$ cat src/rtl/mic_serial_capture_pkg.sv
// Shared types and constants for the mic serial capture path.
// Contents:
//   SAMPLE_W       default sample word width (bits per ADC frame)
//   MIC_SCLK_IDLE  level of sclk whenever no frame is being clocked
//   mic_state_e    capture FSM state encoding
//   sat_inc8       8-bit saturating increment used by the drop counter
package mic_serial_capture_pkg;

    localparam int   SAMPLE_W      = 16;
    localparam logic MIC_SCLK_IDLE = 1'b1;

    typedef enum logic [1:0] {
        IDLE  = 2'd0,
        GAP   = 2'd1,
        SHIFT = 2'd2,
        PUSH  = 2'd3
    } mic_state_e;

    function automatic logic [7:0] sat_inc8(input logic [7:0] v);
        return (v == 8'hFF) ? v : v + 8'd1;
    endfunction

endpackage

$ cat src/rtl/mic_serial_capture_if.sv
// Sample stream between the capture stage and the downstream memory writer.
// Signals:
//   data   sample word at the head of the capture FIFO
//   valid  head word present
//   ready  consumer takes the head word when valid & ready
// Modports: master = capture side (drives data/valid), slave = consumer side.
interface mic_serial_capture_if
    import mic_serial_capture_pkg::*;
#(
    parameter int W = SAMPLE_W
) ();

    logic [W-1:0] data;
    logic         valid;
    logic         ready;

    modport master (output data, output valid, input ready);
    modport slave  (input data, input valid, output ready);

endinterface

$ cat src/rtl/mic_serial_capture_sync_fifo.sv
// First-word-fall-through synchronous FIFO for captured sample words.
// Ports:
//   clk, rst          clock, synchronous active-high reset (clears pointers, level and storage)
//   wr_en, wr_data    write request; accepted when not full, or when full and a pop
//                     happens in the same cycle
//   rd_en             pop request; ignored while empty
//   rd_data           head word, valid the cycle after it was written
//   empty, full       occupancy flags derived from level
//   level             exact occupancy, 0..DEPTH
module mic_serial_capture_sync_fifo #(
    parameter  int WIDTH = 16,
    parameter  int DEPTH = 8,
    localparam int AW    = $clog2(DEPTH),
    localparam int LW    = AW + 1
) (
    input  logic             clk,
    input  logic             rst,
    input  logic             wr_en,
    input  logic [WIDTH-1:0] wr_data,
    input  logic             rd_en,
    output logic [WIDTH-1:0] rd_data,
    output logic             empty,
    output logic             full,
    output logic [LW-1:0]    level
);

    logic [WIDTH-1:0] mem [DEPTH];
    logic [AW-1:0]    wr_ptr;
    logic [AW-1:0]    rd_ptr;
    logic             wr_ok;
    logic             rd_ok;

    // A write into a full FIFO still succeeds when the head leaves in the same cycle.
    assign rd_ok = rd_en && !empty;
    assign wr_ok = wr_en && (!full || rd_en);

    always_ff @(posedge clk) begin
        if (rst) begin
            wr_ptr <= '0;
            rd_ptr <= '0;
            level  <= '0;
            for (int i = 0; i < DEPTH; i++) begin
                mem[i] <= '0;
            end
        end else begin
            if (wr_ok) begin
                mem[wr_ptr] <= wr_data;
                wr_ptr      <= wr_ptr + AW'(1);
            end
            if (rd_ok) begin
                rd_ptr <= rd_ptr + AW'(1);
            end
            case ({wr_ok, rd_ok})
                2'b10:   level <= level + LW'(1);
                2'b01:   level <= level - LW'(1);
                default: level <= level;
            endcase
        end
    end

    assign rd_data = mem[rd_ptr];
    assign empty   = (level == '0);
    assign full    = (level == LW'(DEPTH));

endmodule

$ cat src/rtl/mic_serial_capture.sv
// Serial mic ADC capture: generates sclk/ncs, shifts sdata in MSB-first on sclk
// rising edges, and queues each completed word in a FWFT FIFO presented on a
// valid/ready stream.
// Ports:
//   clk, rst       clock, synchronous active-high reset (aborts any frame in flight)
//   en             capture enable level; a frame in SHIFT always runs to completion
//   sclk, ncs      ADC serial clock (idles high) and active-low chip select, registered
//   sdata          ADC serial data
//   sample_if      master side of the sample stream (data/valid out, ready in)
//   fifo_level     current FIFO occupancy
//   overflow_cnt   words dropped because the FIFO was full, saturating at 255
//   busy           FSM not idle, registered
//
// state | meaning
// IDLE  | ncs=1, sclk=1, waiting for en
// GAP   | ncs=1, holds chip select inactive for GAP_CYCLES between frames
// SHIFT | ncs=0, clocks FRAME_BITS sclk periods, samples sdata on each rising edge
// PUSH  | ncs=1, one cycle, hands the word to the FIFO or counts a drop
module mic_serial_capture
    import mic_serial_capture_pkg::*;
#(
    parameter  int SCLK_HALF  = 16,
    parameter  int FRAME_BITS = SAMPLE_W,
    parameter  int GAP_CYCLES = 8,
    parameter  int FIFO_DEPTH = 8,
    localparam int LVL_W      = $clog2(FIFO_DEPTH) + 1
) (
    input  logic                  clk,
    input  logic                  rst,
    input  logic                  en,
    output logic                  sclk,
    output logic                  ncs,
    input  logic                  sdata,
    mic_serial_capture_if.master  sample_if,
    output logic [LVL_W-1:0]      fifo_level,
    output logic [7:0]            overflow_cnt,
    output logic                  busy
);

    localparam int GAP_W = $clog2(GAP_CYCLES + 1);
    localparam int DIV_W = $clog2(SCLK_HALF);
    localparam int BIT_W = $clog2(FRAME_BITS + 1);

    mic_state_e             state;
    mic_state_e             state_next;
    logic [GAP_W-1:0]       gap_cnt;
    logic [DIV_W-1:0]       div_cnt;
    logic [BIT_W-1:0]       bit_cnt;
    logic [FRAME_BITS-1:0]  shreg;

    logic                   sclk_next;
    logic                   ncs_next;
    logic                   gap_load;
    logic                   div_load;
    logic                   sample_en;
    logic                   bit_clr;
    logic                   push_en;
    logic                   drop;

    logic                   fifo_empty;
    logic                   fifo_full;

    always_ff @(posedge clk) begin
        if (rst) begin
            state <= IDLE;
            sclk  <= MIC_SCLK_IDLE;
            ncs   <= 1'b1;
            busy  <= 1'b0;
        end else begin
            state <= state_next;
            sclk  <= sclk_next;
            ncs   <= ncs_next;
            busy  <= (state_next != IDLE);
        end
    end

    // div_cnt is a per-half-period down-counter; at terminal count the current
    // sclk level (the output flop itself) decides whether to rise, fall or finish.
    always_comb begin
        state_next = state;
        sclk_next  = MIC_SCLK_IDLE;
        ncs_next   = 1'b1;
        gap_load   = 1'b0;
        div_load   = 1'b0;
        sample_en  = 1'b0;
        bit_clr    = 1'b0;
        push_en    = 1'b0;
        case (state)
            IDLE: begin
                if (en) begin
                    state_next = GAP;
                    gap_load   = 1'b1;
                end
            end
            GAP: begin
                if (!en) begin
                    state_next = IDLE;
                end else if (gap_cnt == '0) begin
                    state_next = SHIFT;
                    ncs_next   = 1'b0;
                    sclk_next  = 1'b0;
                    div_load   = 1'b1;
                    bit_clr    = 1'b1;
                end
            end
            SHIFT: begin
                ncs_next  = 1'b0;
                sclk_next = sclk;
                if (div_cnt == '0) begin
                    if (!sclk) begin
                        sclk_next = 1'b1;
                        div_load  = 1'b1;
                        sample_en = 1'b1;
                    end else if (bit_cnt == BIT_W'(FRAME_BITS)) begin
                        state_next = PUSH;
                        ncs_next   = 1'b1;
                        sclk_next  = 1'b1;
                    end else begin
                        sclk_next = 1'b0;
                        div_load  = 1'b1;
                    end
                end
            end
            PUSH: begin
                push_en = 1'b1;
                if (en) begin
                    state_next = GAP;
                    gap_load   = 1'b1;
                end else begin
                    state_next = IDLE;
                end
            end
            default: begin
                state_next = IDLE;
            end
        endcase
    end

    // A full FIFO still accepts the word when the consumer pops in the same cycle.
    assign drop = push_en && fifo_full && !sample_if.ready;

    always_ff @(posedge clk) begin
        if (rst) begin
            gap_cnt      <= '0;
            div_cnt      <= '0;
            bit_cnt      <= '0;
            shreg        <= '0;
            overflow_cnt <= '0;
        end else begin
            if (gap_load) begin
                gap_cnt <= GAP_W'(GAP_CYCLES - 1);
            end else if (state == GAP && gap_cnt != '0) begin
                gap_cnt <= gap_cnt - GAP_W'(1);
            end

            if (div_load) begin
                div_cnt <= DIV_W'(SCLK_HALF - 1);
            end else if (state == SHIFT && div_cnt != '0) begin
                div_cnt <= div_cnt - DIV_W'(1);
            end

            if (bit_clr) begin
                bit_cnt <= '0;
            end else if (sample_en) begin
                bit_cnt <= bit_cnt + BIT_W'(1);
            end

            if (sample_en) begin
                shreg <= {shreg[FRAME_BITS-2:0], sdata};
            end

            if (drop) begin
                overflow_cnt <= sat_inc8(overflow_cnt);
            end
        end
    end

    mic_serial_capture_sync_fifo #(
        .WIDTH (FRAME_BITS),
        .DEPTH (FIFO_DEPTH)
    ) u_fifo (
        .clk     (clk),
        .rst     (rst),
        .wr_en   (push_en),
        .wr_data (shreg),
        .rd_en   (sample_if.ready),
        .rd_data (sample_if.data),
        .empty   (fifo_empty),
        .full    (fifo_full),
        .level   (fifo_level)
    );

    assign sample_if.valid = !fifo_empty;

endmodule

$ cat src/flat_wrapper.sv
// flat-port wrapper written by rule: the top's interface ports become plain ports
module mic_serial_capture_flat import mic_serial_capture_pkg::*;
#(
    parameter  int SCLK_HALF  = 16,
    parameter  int FRAME_BITS = SAMPLE_W,
    parameter  int GAP_CYCLES = 8,
    parameter  int FIFO_DEPTH = 8,
    localparam int LVL_W      = $clog2(FIFO_DEPTH) + 1
)
  (clk, rst, en, sclk, ncs, sdata, fifo_level, overflow_cnt, busy, sample_if_data, sample_if_valid, sample_if_ready);
  mic_serial_capture_if #(.W(16)) sample_if_i ();
  input  logic clk;
  input  logic rst;
  input  logic en;
  output logic sclk;
  output logic ncs;
  input  logic sdata;
  output logic [LVL_W-1:0] fifo_level;
  output logic [7:0] overflow_cnt;
  output logic busy;
  output wire logic [$bits(sample_if_i.data)-1:0] sample_if_data;
  output wire logic [$bits(sample_if_i.valid)-1:0] sample_if_valid;
  input wire logic [$bits(sample_if_i.ready)-1:0] sample_if_ready;
  assign sample_if_data = sample_if_i.data;
  assign sample_if_valid = sample_if_i.valid;
  assign sample_if_i.ready = sample_if_ready;
  mic_serial_capture #(.SCLK_HALF(SCLK_HALF), .FRAME_BITS(FRAME_BITS), .GAP_CYCLES(GAP_CYCLES), .FIFO_DEPTH(FIFO_DEPTH)) u_core (.clk(clk), .rst(rst), .en(en), .sclk(sclk), .ncs(ncs), .sdata(sdata), .sample_if(sample_if_i), .fifo_level(fifo_level), .overflow_cnt(overflow_cnt), .busy(busy));
endmodule
$ cat config.mk
export PLATFORM = sky130hd
export DESIGN_NAME = mic_serial_capture_flat
export DESIGN_NICKNAME = d
export VERILOG_FILES = /design/src/rtl/mic_serial_capture_pkg.sv /design/src/rtl/mic_serial_capture_if.sv /design/src/rtl/mic_serial_capture_sync_fifo.sv /design/src/rtl/mic_serial_capture.sv /design/src/flat_wrapper.sv
export SDC_FILE = /design/constraint.sdc
export NUM_CORES = 1
export LEC_CHECK = 0
export CORE_MARGIN = 1
export CORE_UTILIZATION = 65
export CTS_BUF_LIST = sky130_fd_sc_hd__clkbuf_16
export DETAILED_ROUTE_END_ITERATION = 8
export GPL_TIMING_DRIVEN = 1
export PLACE_DENSITY_LB_ADDON = 0.1
export REMOVE_ABC_BUFFERS = 1
export SYNTH_ARGS = -nofsm -noshare
export SYNTH_HDL_FRONTEND = slang
export SYNTH_HIERARCHICAL = 1
export SYNTH_SLANG_ARGS = --single-unit
$ cat constraint.sdc
create_clock -name clk -period 7.1 [get_ports clk]
set_clock_uncertainty 0.15 [all_clocks]
set_input_delay 1.775 -clock clk [delete_from_list [all_inputs] [get_ports clk]]
set_output_delay 1.775 -clock clk [all_outputs]
set_load 0.02 [all_outputs]
==> Yosys cells after proc, flatten, opt, wreduce, memory -nomap -nowiden <==
Memory sizes are Yosys's and may differ from the RTL's. A register that Yosys moved wholly into a read port is not among the register bits.
Index checks and enable logic that the tools add are counted.
{ "word_totals": {"inputBits": 5, "reg_bits": 52, "output_inout_bits": 32, "word_cells": 102, "memories": 1, "mem_bits_rw": 128} }
{ "op_classes": {"n_reduce_logical": 25, "muxes": 45, "n_eq_ne": 9, "bitwise": 1, "add_sub_neg": 8} }
{ "memory_table": {"columns": ["memory", "words", "word_bits", "rd", "rd_ports_with_merged_regs", "wr", "line_no", "text"], "rows": [
  ["u_core.u_fifo.mem", 8, 16, 1, 1, 8, "mic_serial_capture_sync_fifo.sv:27", "logic [WIDTH-1:0] mem [DEPTH];"]
]} }
{ "op_table": {"columns": ["operator", "n"], "rows": [
  ["1-bit two-way mux", 26],
  ["16-bit two-way mux", 1],
  ["16-bit OR reduction", 1],
  ["3-bit two-way mux", 5],
  ["4-bit zero test", 3],
  ["2-bit two-way mux", 6],
  ["4-bit by 1-bit subtractor with 4-bit output, second input constant", 3],
  ["8-bit by 1-bit adder with 8-bit output, second input constant", 1],
  ["8-bit equality test, second input constant", 1],
  ["4-bit two-way mux", 2],
  ["2-bit one-hot mux with 4 select lines", 1],
  ["4-bit one-hot mux with 2 select lines", 1],
  ["2-bit nonzero test", 4],
  ["4-bit nonzero test", 2],
  ["3-bit by 1-bit adder with 3-bit output, second input constant", 2],
  ["2-bit equality test, second input constant", 3],
  ["1-bit logical AND", 6],
  ["1-bit one-hot mux with 2 select lines", 3],
  ["2-bit OR reduction", 3],
  ["5-bit by 1-bit adder with 5-bit output, second input constant", 1],
  ["5-bit equality test, second input constant", 1],
  ["4-bit by 1-bit adder with 4-bit output, second input constant", 1],
  ["2-bit by 1-bit equality test with 1-bit output, second input constant", 2],
  ["4-bit equality test, second input constant", 1],
  ["other kinds (6)", 8]
]} }

==> Depth between registers and ports, before layout <==
Gate-level depths: netlist of the first run.
{ "depth": {"word_depth": 9, "mapped_depth": 11, "depth_no_buf": 10} }

==> Hierarchy <==
Netlist of the first run, hierarchy kept.
{ "modules_own_cells": {"columns": ["mod", "area_per_inst_um2", "cells_per_inst", "seq_area_each_um2", "n_inst"], "rows": [
  ["mic_serial_capture_sync_fifo", 6383.6, 439, 4103.9, 1],
  ["mic_serial_capture", 1941.9, 227, 840.8, 1]
]} }

==> Worst setup path after synthesis of the first run <==
No wires, ideal clock.
{ "synth_path": {"path_type": "input port to flip-flop", "from": "input port sample_if_ready", "to": "memory u_core.u_fifo.mem[0][0] (enable)", "slack_ns": 3.073, "arrival_time_ns": 3.462, "required_time_ns": 6.536, "n_path_buf": 1, "cell_stages": 4, "setup_ns": 0.414, "path_cell_list": "o21a_1 -> buf_6 -> nand2b_1 -> o31ai_1"} }
{ "synth_rtl": {"columns": ["item", "line_no", "text"], "rows": [
  ["start: declaration", "flat_wrapper.sv:23", "input wire logic [$bits(sample_if_i.ready)-1:0] sample_if_ready;"],
  ["end: declaration", "mic_serial_capture_sync_fifo.sv:27", null]
]} }

==> qor.yml, run 1 <==
drt:
  drt_pass1_iterations: 5
  via_per_inst: 6.17
  vias: 5413
  drt_iter0_markers: 596
  drc: 0
  drt-wirelength-per-cell_um: 20.0
  ant_nets: 0
  wl_um: 17500
setup_path:
  cpLargestDelayFamily: "buffers and inverters"
  timing.rr.end: "u_core/u_fifo/level[3]"
  path_cells: "buf_4 -> mux4_2 -> mux2_2 -> clkdlybuf4s50_1"
  cp_slowest_cell: "dfxtp_2"
  crit_arrival_ns: 2.94
  criticalPathCategory: "reg2out"
  rrSetupSlack_ns: 3.77
  crit_path_end_kind: "primary output"
  crit_path_max_incr_delay_ns: 0.58
  path_max_fanout: 21
  crit_path_start_kind: "register"
  r2r_start: "u_core/u_fifo/level[0]"
  path_buf_inv: 2
  worstPathRequired_ns: 5.18
  r2r_cells: 10
place:
  placed_area_um2: 8780
  gp_congestion: 0.804
  place_ws_ns: 2.22
  hpwl_um: 10300
  portBuffers: 36
  place_inst: 845
yosys:
  ys_seq_area_share_pct: 59.4
  post-synth-top-count-cell: "edfxtp_1"
  ys.flop_type: "edfxtp_1"
  synth_edf_count: 128
  synth_common_cells: "edfxtp_1, nor2_1, and3_1"
  netlist_area_um2: 8330
  ys_ff_latch: 183
  async_reset_ff_share_pct: 0
  yosys_warnings: 6
  yosysTopAreaCellShare_pct: 46.2
  syn_area_per_cell_um2: 12.5
  yosysTopAreaCell: "edfxtp_1"
  synth_cells: 666
  yosysUniqueCellTypes: 54
  yosys-top-cells-area: "edfxtp_1, dfxtp_1, mux4_2"
finish:
  final_area_um2: 9360
  drive_above_1_share_pct: 15.8
  areaGrowthSynthToFinish_pct: 12.4
  nets: 717
  nFillCells: 790
  diodes: 0
  fin_cells: 877
clock_network:
  cts_hold_buffers: 0
  clockBufferDepth: 2
  cts_tree: "done"
  clk_pin_slew_worst_paths_ns: 0.06
  h-tree-depth: 4
  clk_latency_ns: 0.43
  clkSinkCount: 183
  cts_setup_buffers: 0
  numCtsBuffers: 17
  cts_root_buf: "clkbuf_16"
  post_cts_resized: 0
grt:
  grt_usage_pct: 28.8
  grt_pass1_vias: 5486
  grt_pass1_wl_um: 27700
  grt-ovfl-total: 0
  grt_max_degree: 75
  antenna_found_initial: 0
timing:
  rsz0062_at_grt: "no"
  tightestPinTransition_ns: 1.17
  finalSetupTns_ns: 0
  report.final.slew_viol_count: 0
  timing.final.crit_share_pct: 68.6
  fin_ws_ns: 2.23
  setup_viol: 0
  hold_viol_final: 0
  whs_ns: 0.373
  max_freq_mhz: 205
  min_period_ns: 4.87
  maxSlewHeadroom_pct: 22.0
pwr:
  power_frac_comb_pct: 15.2
  power_density_nw_per_um2: 272
  power.share.switching_pct: 25.1
  vdd.ir_drop.worst_v: 0.000202
  p_sw_uw: 638
  p_clk_share_pct: 36.1
  power_frac_seq_pct: 48.7
  cell_internal_pwr_mw: 1.91
  power.leakage_nw: 3.42
floorplanning:
  dieArea_um2: 13300
  die_y_um: 115
  start_util_pct: 67.9
  fp-row-count: 40
  die_x_um: 115
  fp.coreArea_um2: 12300
  io_pins: 37
hold_path:
  min_path_type: "reg2reg"
  hold_path_depth: 2
  holdCritStartpoint: "u_core/shreg[0]"
  whs_endpoint: "u_core/shreg[1]"
status:
  status: "complete, no violations"
flow_run:
  cap_viol_max_count: 0
==> cells in the final DEF, fill, tap and decap left out, drive strengths merged, types with 2 or more instances in the layout <==
cell type,n
clkinv,10
clkbuf,18
nand2b,7
clkdlybuf4s50,35
o21a,2
a21oi,36
dfxtp,55
and3,68
or2,3
ha,15
nor3b,4
nand4,2
mux2i,2
nor2b,3
o211ai,5
nand2,70
xnor2,7
nand3,4
mux4,32
nor2,89
o31ai,3
xor2,9
mux2,18
inv,21
or4b,3
nor3,11
buf,14
bufinv,2
o21ai,16
edfxtp,128
==> cell type report <==
class	instances	area (um^2)	area share (%)
clock buffers	18	450	4.81
clock inverters	14	130	1.39
inverters	20	75.1	0.802
multi-input cells	425	3090	33.0
flip-flops and latches	183	4950	52.9
well taps	168	210	2.25
repair buffers	49	453	4.84
==> metal layers <==
layer	global-route usage [%]	up-vias	share of wire, %
li1	-	2479	-
met1	35.8	2627	40
met2	48.5	268	49
met3	6.43	39	8.5
met4	12.8	0	2.7
met5	0	-	0
==> worst reg2reg max path, stage by stage (launching register included) <==
cell     delay, ns
dfxtp_1       0.38
or4b_4        0.57
o21a_2        0.20
buf_4         0.32
inv_1         0.17
ha_1          0.21
ha_1          0.28
a21oi_1       0.23
a21oi_1       0.12
or4_1         0.47
a21oi_1       0.14
==> metrics by stage <==
stage          utilization, %  power, mW
5_1_grt                  76.3       2.64
2_1_floorplan               -       1.52
4_1_cts                  76.3       2.55
3_3_place_gp             71.6       1.63
6_report                 76.3       2.54
3_5_place_dp             71.6       1.65
==> worst max-delay path by stage <==
stage / endpoint / slack, ns / cells past startpoint
5_1_grt: sample_if_data[12] / 2.08 / 4
4_1_cts: sample_if_data[12] / 2.17 / 4
3_3_place_gp: u_core/u_fifo/level[3] / 2.36 / 10
2_1_floorplan: u_core/u_fifo/mem[1][0] / 2.19 / 3
6_report: sample_if_data[12] / 2.23 / 4
3_5_place_dp: u_core/u_fifo/level[3] / 2.22 / 10
==> flip-flops by register name, summed over array words and instances, names as in the netlist, 2 cells and up, named ones only <==
register and flops:
u_core/bit_cnt 5, u_core/div_cnt 4, u_core/gap_cnt 4, u_core/overflow_cnt 8, u_core/shreg 16, u_core/state 2
u_core/u_fifo/level 4, u_core/u_fifo/mem 128, u_core/u_fifo/rd_ptr 3, u_core/u_fifo/wr_ptr 3
==> power by group through the flow <==
stage	Clock, mW	Sequential [mW]	Combinational, mW
6_report	0.918	1.24	0.387
5_1_grt	0.971	1.25	0.421
4_1_cts	0.928	1.24	0.387
3_5_place_dp	0	1.26	0.384
3_3_place_gp	0	1.26	0.369
2_1_floorplan	0	1.27	0.247
==> kinds of logic (layout without fill, tap and decap cells) <==
| group | Yosys count | after routing | synth area share, % |
|---|---|---|---|
| and+or+nand+nor | 271 | 271 | 16.5 |
| DFF | 183 | 183 | 59.4 |
| xor gates and xnor gates | 16 | 16 | 1.68 |
| muxes | 52 | 52 | 11.3 |
| AOI/OAI and AO/OA | 70 | 70 | 4.87 |
| buffers and inverters | 58 | 101 | 3.71 |
| adders and majority gates | 16 | 16 | 2.49 |
Note: power is estimated with default switching activity, not from simulation.
==> run 2, diff against run 1 <==
- CORE_UTILIZATION: 65 -> 55
- clock period: 7.1 -> 4.3 ns (I/O delays scaled with it)
==> qor.yml, run 2 (same netlist as run 1, synthesis figures left out) <==
status:
  status: "finished, violations left"
  violations: "DRC"
finish:
  fin_util_pct: 64.7
  nets: 724
  areaGrowthSynthToFinish_pct: 13.8
  top_register: "u_core/u_fifo/mem"
  top_regs: "u_core/u_fifo/mem: 128 flops, u_core/shreg: 16 flops, u_core/overflow_cnt: 8 flops"
  mostFrequentLayoutCells: "edfxtp_1, nor2_1, and3_1, nand2_1, dfxtp_1"
  final_area_um2: 9470
  layout_commonest_cell: "edfxtp_1"
  drive_above_1_share_pct: 16.6
  diodes: 0
  largest_reg_flops: 128
  fin_cells: 900
  nFillCells: 1116
drt:
  drt-met1-wl_um: 7380
  drc: 2
  wl_met2_um: 8990
  drt-wirelength-per-cell_um: 19.9
  drt_iter0_markers: 483
  vias: 5304
  via_per_inst: 5.89
  routed-wl-met3_um: 903
  ant_nets: 0
  top_layer: "met4"
  wl_um: 17900
  drt_pass1_iterations: 6
setup_path:
  worstPathRequired_ns: 3.07
  r2r_cells: 9
  crit_arrival_ns: 2.48
  crit_path_end_kind: "primary output"
  timing.rr.end: "u_core/u_fifo/level[3]"
  r2r_start: "u_core/u_fifo/level[0]"
  rrSetupSlack_ns: 1.42
  path_max_fanout: 14
  criticalPathCategory: "reg2out"
  crit_path_start_kind: "register"
floorplanning:
  fp-row-count: 44
  dieArea_um2: 15600
  fp.coreArea_um2: 14600
  start_util_pct: 56.9
  io_pins: 37
  die_y_um: 125
  die_x_um: 125
hold_path:
  min_path_type: "reg2reg"
  hold_path_depth: 2
  holdCritStartpoint: "u_core/bit_cnt[1]"
  whs_endpoint: "u_core/bit_cnt[1]"
grt:
  grt_max_degree: 41
  grt_pass1_vias: 5469
  grt-ovfl-total: 0
  antenna_found_initial: 0
  grt_usage_pct: 24.7
  grt_pass1_wl_um: 29000
flow_run:
  cap_viol_max_count: 0
clock_network:
  clockBufferDepth: 2
  post_cts_resized: 0
  clk_pin_slew_worst_paths_ns: 0.07
  cts_setup_buffers: 0
  clk_latency_ns: 0.43
  numCtsBuffers: 17
  cts_hold_buffers: 0
  cts_tree: "done"
  clkSinkCount: 183
  cts_root_buf: "clkbuf_16"
  h-tree-depth: 4
pwr:
  cell_internal_pwr_mw: 3.24
  power.share.switching_pct: 24.9
  p_sw_mw: 1.07
  power_density_nw_per_um2: 456
  p_total_mw: 4.32
  power.leakage_nw: 3.45
  vdd.ir_drop.worst_v: 0.000302
  power_frac_comb_pct: 14.9
  p_clk_share_pct: 37.9
  power_frac_seq_pct: 47.2
timing:
  report.final.slew_viol_count: 0
  timing.final.crit_share_pct: 86.2
  min_period_ns: 3.70
  setup_viol: 0
  hold_viol_final: 0
  fin_ws_ns: 0.595
  maxSlewHeadroom_pct: 57.6
  rsz0062_at_grt: "no"
  max_freq_mhz: 270
  tightestPinTransition_ns: 0.635
  finalSetupTns_ns: 0
  whs_ns: 0.358
place:
  hpwl_um: 10700
  gp_congestion: 0.772
  place_inst: 868
  placed_area_um2: 8840
  place_ws_ns: 0.774
  portBuffers: 36
==> run 2: layer usage <==
metal  track usage, %  vias up
li1                 -     2496
met1             30.7     2609
met2             42.0      156
met3             4.11       43
met4             12.3        0
met5                0        -
==> run 2: power by group through the flow <==
stage	combinational (mW)	clock [mW]	sequential, mW
floorplan	0.407	0	2.10
global placement	0.628	0	2.07
detailed placement	0.646	0	2.08
CTS	0.649	1.67	2.04
global route	0.708	1.74	2.05
finish	0.642	1.64	2.04
==> run 2: worst max-delay path by stage <==
stage / end / slack [ns] / cells after the start
after floorplan: u_core/u_fifo/mem[1][0] / 0.09 / 3
after global placement: u_core/u_fifo/level[3] / 0.83 / 9
final: sample_if_data[12] / 0.60 / 4
after CTS: sample_if_data[7] / 0.56 / 4
after global routing: sample_if_data[6] / 0.49 / 4
after detailed placement: u_core/u_fifo/level[3] / 0.77 / 8
==> run 2: area by class of cell <==
type	instances	area, um^2	area share [%]
multi-input cells	425	3080	32.6
inverters	20	75.1	0.793
flip-flops and latches	183	4950	52.2
well taps	184	230	2.43
clock inverters	15	205	2.17
clock buffers	17	425	4.49
repair buffers	56	505	5.34
==> run 2: worst max-delay path, stage by stage (launching register included) <==
cell             delay (ns)
dfxtp_2                0.34
buf_4                  0.29
mux4_2                 0.55
mux2_2                 0.27
clkdlybuf4s50_1        0.58
==> run 3, diff against run 2 <==
- SETUP_SLACK_MARGIN: unset -> 0.2
==> results of run 3 <==
Final layout, timing and power as in run 2 (identical DEF).
==> RTL edit 1: new RTL, flow settings as in run 2 <==
Re-encode `mic_state_e` (4 states) as one-hot, 4 bits wide.
--- a/src/rtl/mic_serial_capture_pkg.sv
+++ b/src/rtl/mic_serial_capture_pkg.sv
@@ -9,11 +9,11 @@
     localparam int   SAMPLE_W      = 16;
     localparam logic MIC_SCLK_IDLE = 1'b1;
 
-    typedef enum logic [1:0] {
-        IDLE  = 2'd0,
-        GAP   = 2'd1,
-        SHIFT = 2'd2,
-        PUSH  = 2'd3
+    typedef enum logic [3:0] {
+        IDLE  = 4'b0001,
+        GAP   = 4'b0010,
+        SHIFT = 4'b0100,
+        PUSH  = 4'b1000
     } mic_state_e;
 
     function automatic logic [7:0] sat_inc8(input logic [7:0] v);
Formal check against the unedited RTL: no difference found for any inputs over 10 cycles, from zero or initial values and one cycle with rst high; not proved beyond that.
==> RTL edit 1 against run 2 <==
Cell area about the same; sequential share of layout area increased by 0.38 points; register-to-register slack got worse by 0.14 ns; first-iteration DRC count decreased by 22%; count of clock-buffer cells in the layout unchanged; routed wire length decreased by 1.5%; sequential cell count increased by 2; core utilization decreased by 0.43 points; area after synthesis increased by 1.7%; hold slack got worse by 0.0026 ns; setup slack improved by 0.045 ns; critical path type unchanged.
Power is not compared: it rests on default switching activity, and its combinational part moved more than twofold at a synthesized area within 25%.
==> RTL edit 1: results (changes against run 2) <==
| Metric | Value |
|---|---|
| Outcome | complete, no violations |
| Top Layer Used | met4 |
| Antenna diode count | 0 (unchanged) |
| Post-CTS setup buffer count | 0 (unchanged) |
| CTS root buf | clkbuf_16 |
| Sequential share of the synthesized area | 58.9% (-0.50 points) |
| HP Class | reg2reg |
| Initial DRC Count | 378 (-22%) |
| Met2 routed wirelength | 8.88 mm (-1.2%) |
| Placed Cells | 871 (+0.35%) |
| Maximum vdd ir drop | 0.000286 V |
| Avg Cell Area, Syn | 12.5 sq um (about the same) |
| Wire per inst | 19.5 microns (-1.8%) |
| Final wirelength | 17.6 mm (-1.5%) |
| Met3 wire len | 751 microns (-17%) |
| DRC | 0 (-2) |
| Post-place setup slack | 0.769 ns (-0.00516 ns) |
| Unique masters post-synth | 57 (+5.6%) |
| Detailed placement HPWL | 10.9 mm (+1.4%) |
| GRT Overall Usage | 23.5% (-1.2 points) |
| Leak | 3.35 nW |
| Top delay family on crit path | buffers and inverters |
| Main area contributors after synthesis | edfxtp_1 45%, dfxtp_1 13%, mux4_2 8.5% |
| Post-synth EDFFs | 128 (unchanged) |
| Inserted Clock Buffers | 17 (unchanged) |
| Placed cell area | 0.00893 sq mm (+1.0%) |
| Later-pin clock latency in the skew report | 0.42 ns |
| PortBufs | 36 (unchanged) |
| Global route overflow | 0 (unchanged) |
| Met3 usage | 3.95% (-0.16 points) |
| Clock tree buffer depth | 2 (unchanged) |
| Synth async-reset ratio | 0% (unchanged) |
| Max-Cap Viols | 0 (unchanged) |
| First-pass GRT wire length | 28.0 mm (-3.2%) |
| Worst-path clk slew | 0.06 ns |
| Synth Area in XOR/XNOR | 1.66% (-0.028 points) |
| Initial antenna violation count | 0 (unchanged) |
| H-tree depth | 4 (unchanged) |
| Worst Path Arrival | 2.43 ns (-0.05 ns) |
| RePlAce Congestion | 0.787 (+2.0%) |
| Top cells by count, synth | 128 x edfxtp_1, 88 x nor2_1, 67 x and3_1 |
| Vias in the first global route | 5258 (-3.9%) |
| Slowest stage delay, CP | 0.56 ns (-0.02 ns) |
| Compound-Gate Fraction of Synth Area | 4.77% (-0.095 points) |
| M1 wire length | 7.58 mm (+2.8%) |
| Layout cells sized above 1 | 15.4% (-1.2 points) |
| Drt via density | 5.94 (+0.74%) |
| Post-synthesis mux area share | 11.4% (+0.036 points) |
| Met2 Resource Use GR | 39.4% (-2.6 points) |
| Worst slew pin tran | 0.830 ns (+0.195 ns) |
| Internal | 2.85 mW |
| Cells on worst reg2reg path | 6 (-3) |
| Adder-cell share of the synthesized area | 1.86% (-0.63 points) |
| Pin count of the biggest net entering global routing | 74 (+80%) |
| Top Registers | u_core/u_fifo/mem: 128 flops, u_core/shreg: 16 flops, u_core/overflow_cnt: 8 flops |
| # nets final | 723 (-0.14%) |
| Grt met1 use | 30.5% (-0.22 points) |
| Iteration count of the initial detailed-routing pass | 5 (-1) |
| Synth warn | 6 (unchanged) |
| Critical Path Fanout Max | 32 (+18) |
RTL edit 1: power by group through the flow:
stage	registers (mW)	clock network, mW	logic, mW
after global routing	1.98	1.55	0.139
after CTS	1.98	1.48	0.130
after floorplan	2.01	0	0.0723
after detailed placement	2.02	0	0.129
after global placement	2.01	0	0.126
final	1.98	1.45	0.129
RTL edit 1: cell type report:
class,count,area [sq um]
Fill cell,1148,5280
Sequential cell,185,4990
Multi-Input combinational cell,429,3130
Timing Repair Buffer,56,518
Clock buffer,17,425
Tap cell,184,230
Clock inverter,15,120
Inverter,17,63.8
RTL edit 1: path summary, 6_finish.rpt:
path                              to  slack (ns)              from
max               sample_if_data[12]        0.64              flop
min                 u_core/shreg[15]        0.36  u_core/shreg[15]
max reg2reg  u_core/u_fifo/mem[0][9]        1.28   u_core/state[3]
min reg2reg         u_core/shreg[15]        0.36  u_core/shreg[15]
==> RTL edit 2: new RTL, config.mk and constraints of run 2 <==
Made on the original files. Put a register stage on the output `fifo_level`, cleared by the reset. The value now appears one clock later. The other outputs are not delayed to match.
--- a/src/rtl/mic_serial_capture.sv
+++ b/src/rtl/mic_serial_capture.sv
@@ -41,6 +41,8 @@
     localparam int DIV_W = $clog2(SCLK_HALF);
     localparam int BIT_W = $clog2(FRAME_BITS + 1);
 
+    logic [LVL_W-1:0] fifo_level_d;
+
     mic_state_e             state;
     mic_state_e             state_next;
     logic [GAP_W-1:0]       gap_cnt;
@@ -187,10 +189,18 @@
         .rd_data (sample_if.data),
         .empty   (fifo_empty),
         .full    (fifo_full),
-        .level   (fifo_level)
+        .level   (fifo_level_d)
     );
 
     assign sample_if.valid = !fifo_empty;
 
+    always_ff @(posedge clk) begin
+        if (rst) begin
+            fifo_level <= '0;
+        end else begin
+            fifo_level <= fifo_level_d;
+        end
+    end
+
 endmodule
 
Behaviour: no difference found for any inputs over 10 cycles, from zero or initial values and one cycle with rst high; that may be too few to reach the edited logic, so the function may still have changed.
==> RTL edit 2 against run 2 <==
The flow still finishes with violations (design-rule violations); setup slack improved by 0.021 ns; sequential cell count rose by 4; area after synthesis rose by 0.84%; largest cell class unchanged; cell area rose by 0.69%; routed wire length fell by 0.25%; total power fell by 4.0%; critical endpoint is now sample_if_data[14]; largest power group unchanged.
==> RTL edit 2: results (changes against run 2) <==
| Metric | Value |
|---|---|
| Detailed placement HPWL | 10.8 mm (+0.92%) |
| Top cells by count, synth | 128 x edfxtp_1, 86 x nor2_1, 65 x nand2_1 |
| Leak | 3.43 nW (-0.48%) |
| Avg Cell Area, Syn | 12.5 sq um (+0.39%) |
| Post-place setup slack | 0.703 ns (-0.0703 ns) |
| Fraction of area in multi-input gates | 32.7% (+0.13 points) |
| Met2 Resource Use GR | 41.7% (-0.36 points) |
| Unique masters post-synth | 60 (+11%) |
| #MultiIn Comb | 426 (+0.24%) |
| Met3 wire len | 901 microns (-0.22%) |
| Seq power | 2.05 mW |
| Maximum vdd ir drop | 0.000297 V (-1.6%) |
| RePlAce Congestion | 0.772 (about the same) |
| Placed cell area | 0.00891 sq mm (+0.79%) |
| Iteration count of the initial detailed-routing pass | 9 (+3) |
| Combinational Power Share | 10.9% (-4.0 points) |
| Pin count of the biggest net entering global routing | 62 (+51%) |
| First-pass GRT wire length | 28.6 mm (-1.4%) |
| Met2 routed wirelength | 9.04 mm (+0.52%) |
| # nets final | 720 (-0.55%) |
| Grt met1 use | 31.2% (+0.48 points) |
| GRT Overall Usage | 24.2% (-0.45 points) |
| Vias in the first global route | 5443 (-0.48%) |
| Worst Path Arrival | 2.46 ns (-0.02 ns) |
| Sequential share of the synthesized area | 59.9% (+0.46 points) |
| Failing checks | design-rule violations |
| Register area | 0.00503 sq mm (+1.6%) |
| Fillers | 1121 (+0.45%) |
| Initial DRC Count | 391 (-19%) |
| Main area contributors after synthesis | edfxtp_1 46%, dfxtp_1 14%, mux4_2 8.6% |
| Comb power | 0.451 mW (-30%) |
| Final Non-Filler Cells | 896 (-0.44%) |
| M1 wire length | 7.62 mm (+3.2%) |
| Met3 usage | 4.19% (+0.086 points) |
| Multi-input logic area | 0.00312 sq mm (+1.1%) |
| Non-clock buffer share | 4.96% (-0.38 points) |
| Layout cells sized above 1 | 16.9% (+0.23 points) |
| Critical Path Fanout Max | 32 (+18) |
| Hold WS | 0.364 ns (+0.00563 ns) |
| Non-CTS inverters | 17 (-15%) |
| Final clock-cell share | 6.56% (-0.098 points) |
| Wire per inst | 19.9 microns (+0.19%) |
| DRC | 1 (-1) |
| Slew Limit Headroom | 33.7% (-24 points) |
| Total number of vias | 5297 (-0.13%) |
| Plain + repair buffers | 50 (-11%) |
| Outcome | finished with violations |
| Inserted Clock Buffers | 17 (unchanged) |
| #FFs+latches synth | 187 (+2.2%) |
## RTL edit 2: critical path: stages, from the launching register on
cell	delay, ns
dfxtp_2	0.34
buf_12	0.27
mux4_2	0.56
mux2_2	0.31
clkdlybuf4s50_1	0.54
## RTL edit 2: cells by family after synthesis
family / Yosys count / share of synthesized area, %
buffers and inverters: 56 / 3.06
and+or+nand+nor: 272 / 16.5
xor gates and xnor gates: 16 / 1.67
AOI/OAI and AO/OA: 71 / 5.37
adders and majority gates: 16 / 2.47
muxes: 51 / 11.1
DFF: 187 / 59.9
## RTL edit 2: worst max path at each step
| stage | from | slack, ns | depth (start not counted) | to |
|---|---|---|---|---|
| floorplan | flop | 0.66 | 2 | sample_if_data[0] |
| global placement | sample_if_ready | 0.83 | 8 | u_core/u_fifo/level[3] |
| detailed placement | sample_if_ready | 0.70 | 8 | u_core/u_fifo/level[3] |
| CTS | flop | 0.58 | 4 | sample_if_data[14] |
| global route | flop | 0.53 | 4 | sample_if_data[14] |
| finish | flop | 0.62 | 4 | sample_if_data[14] |
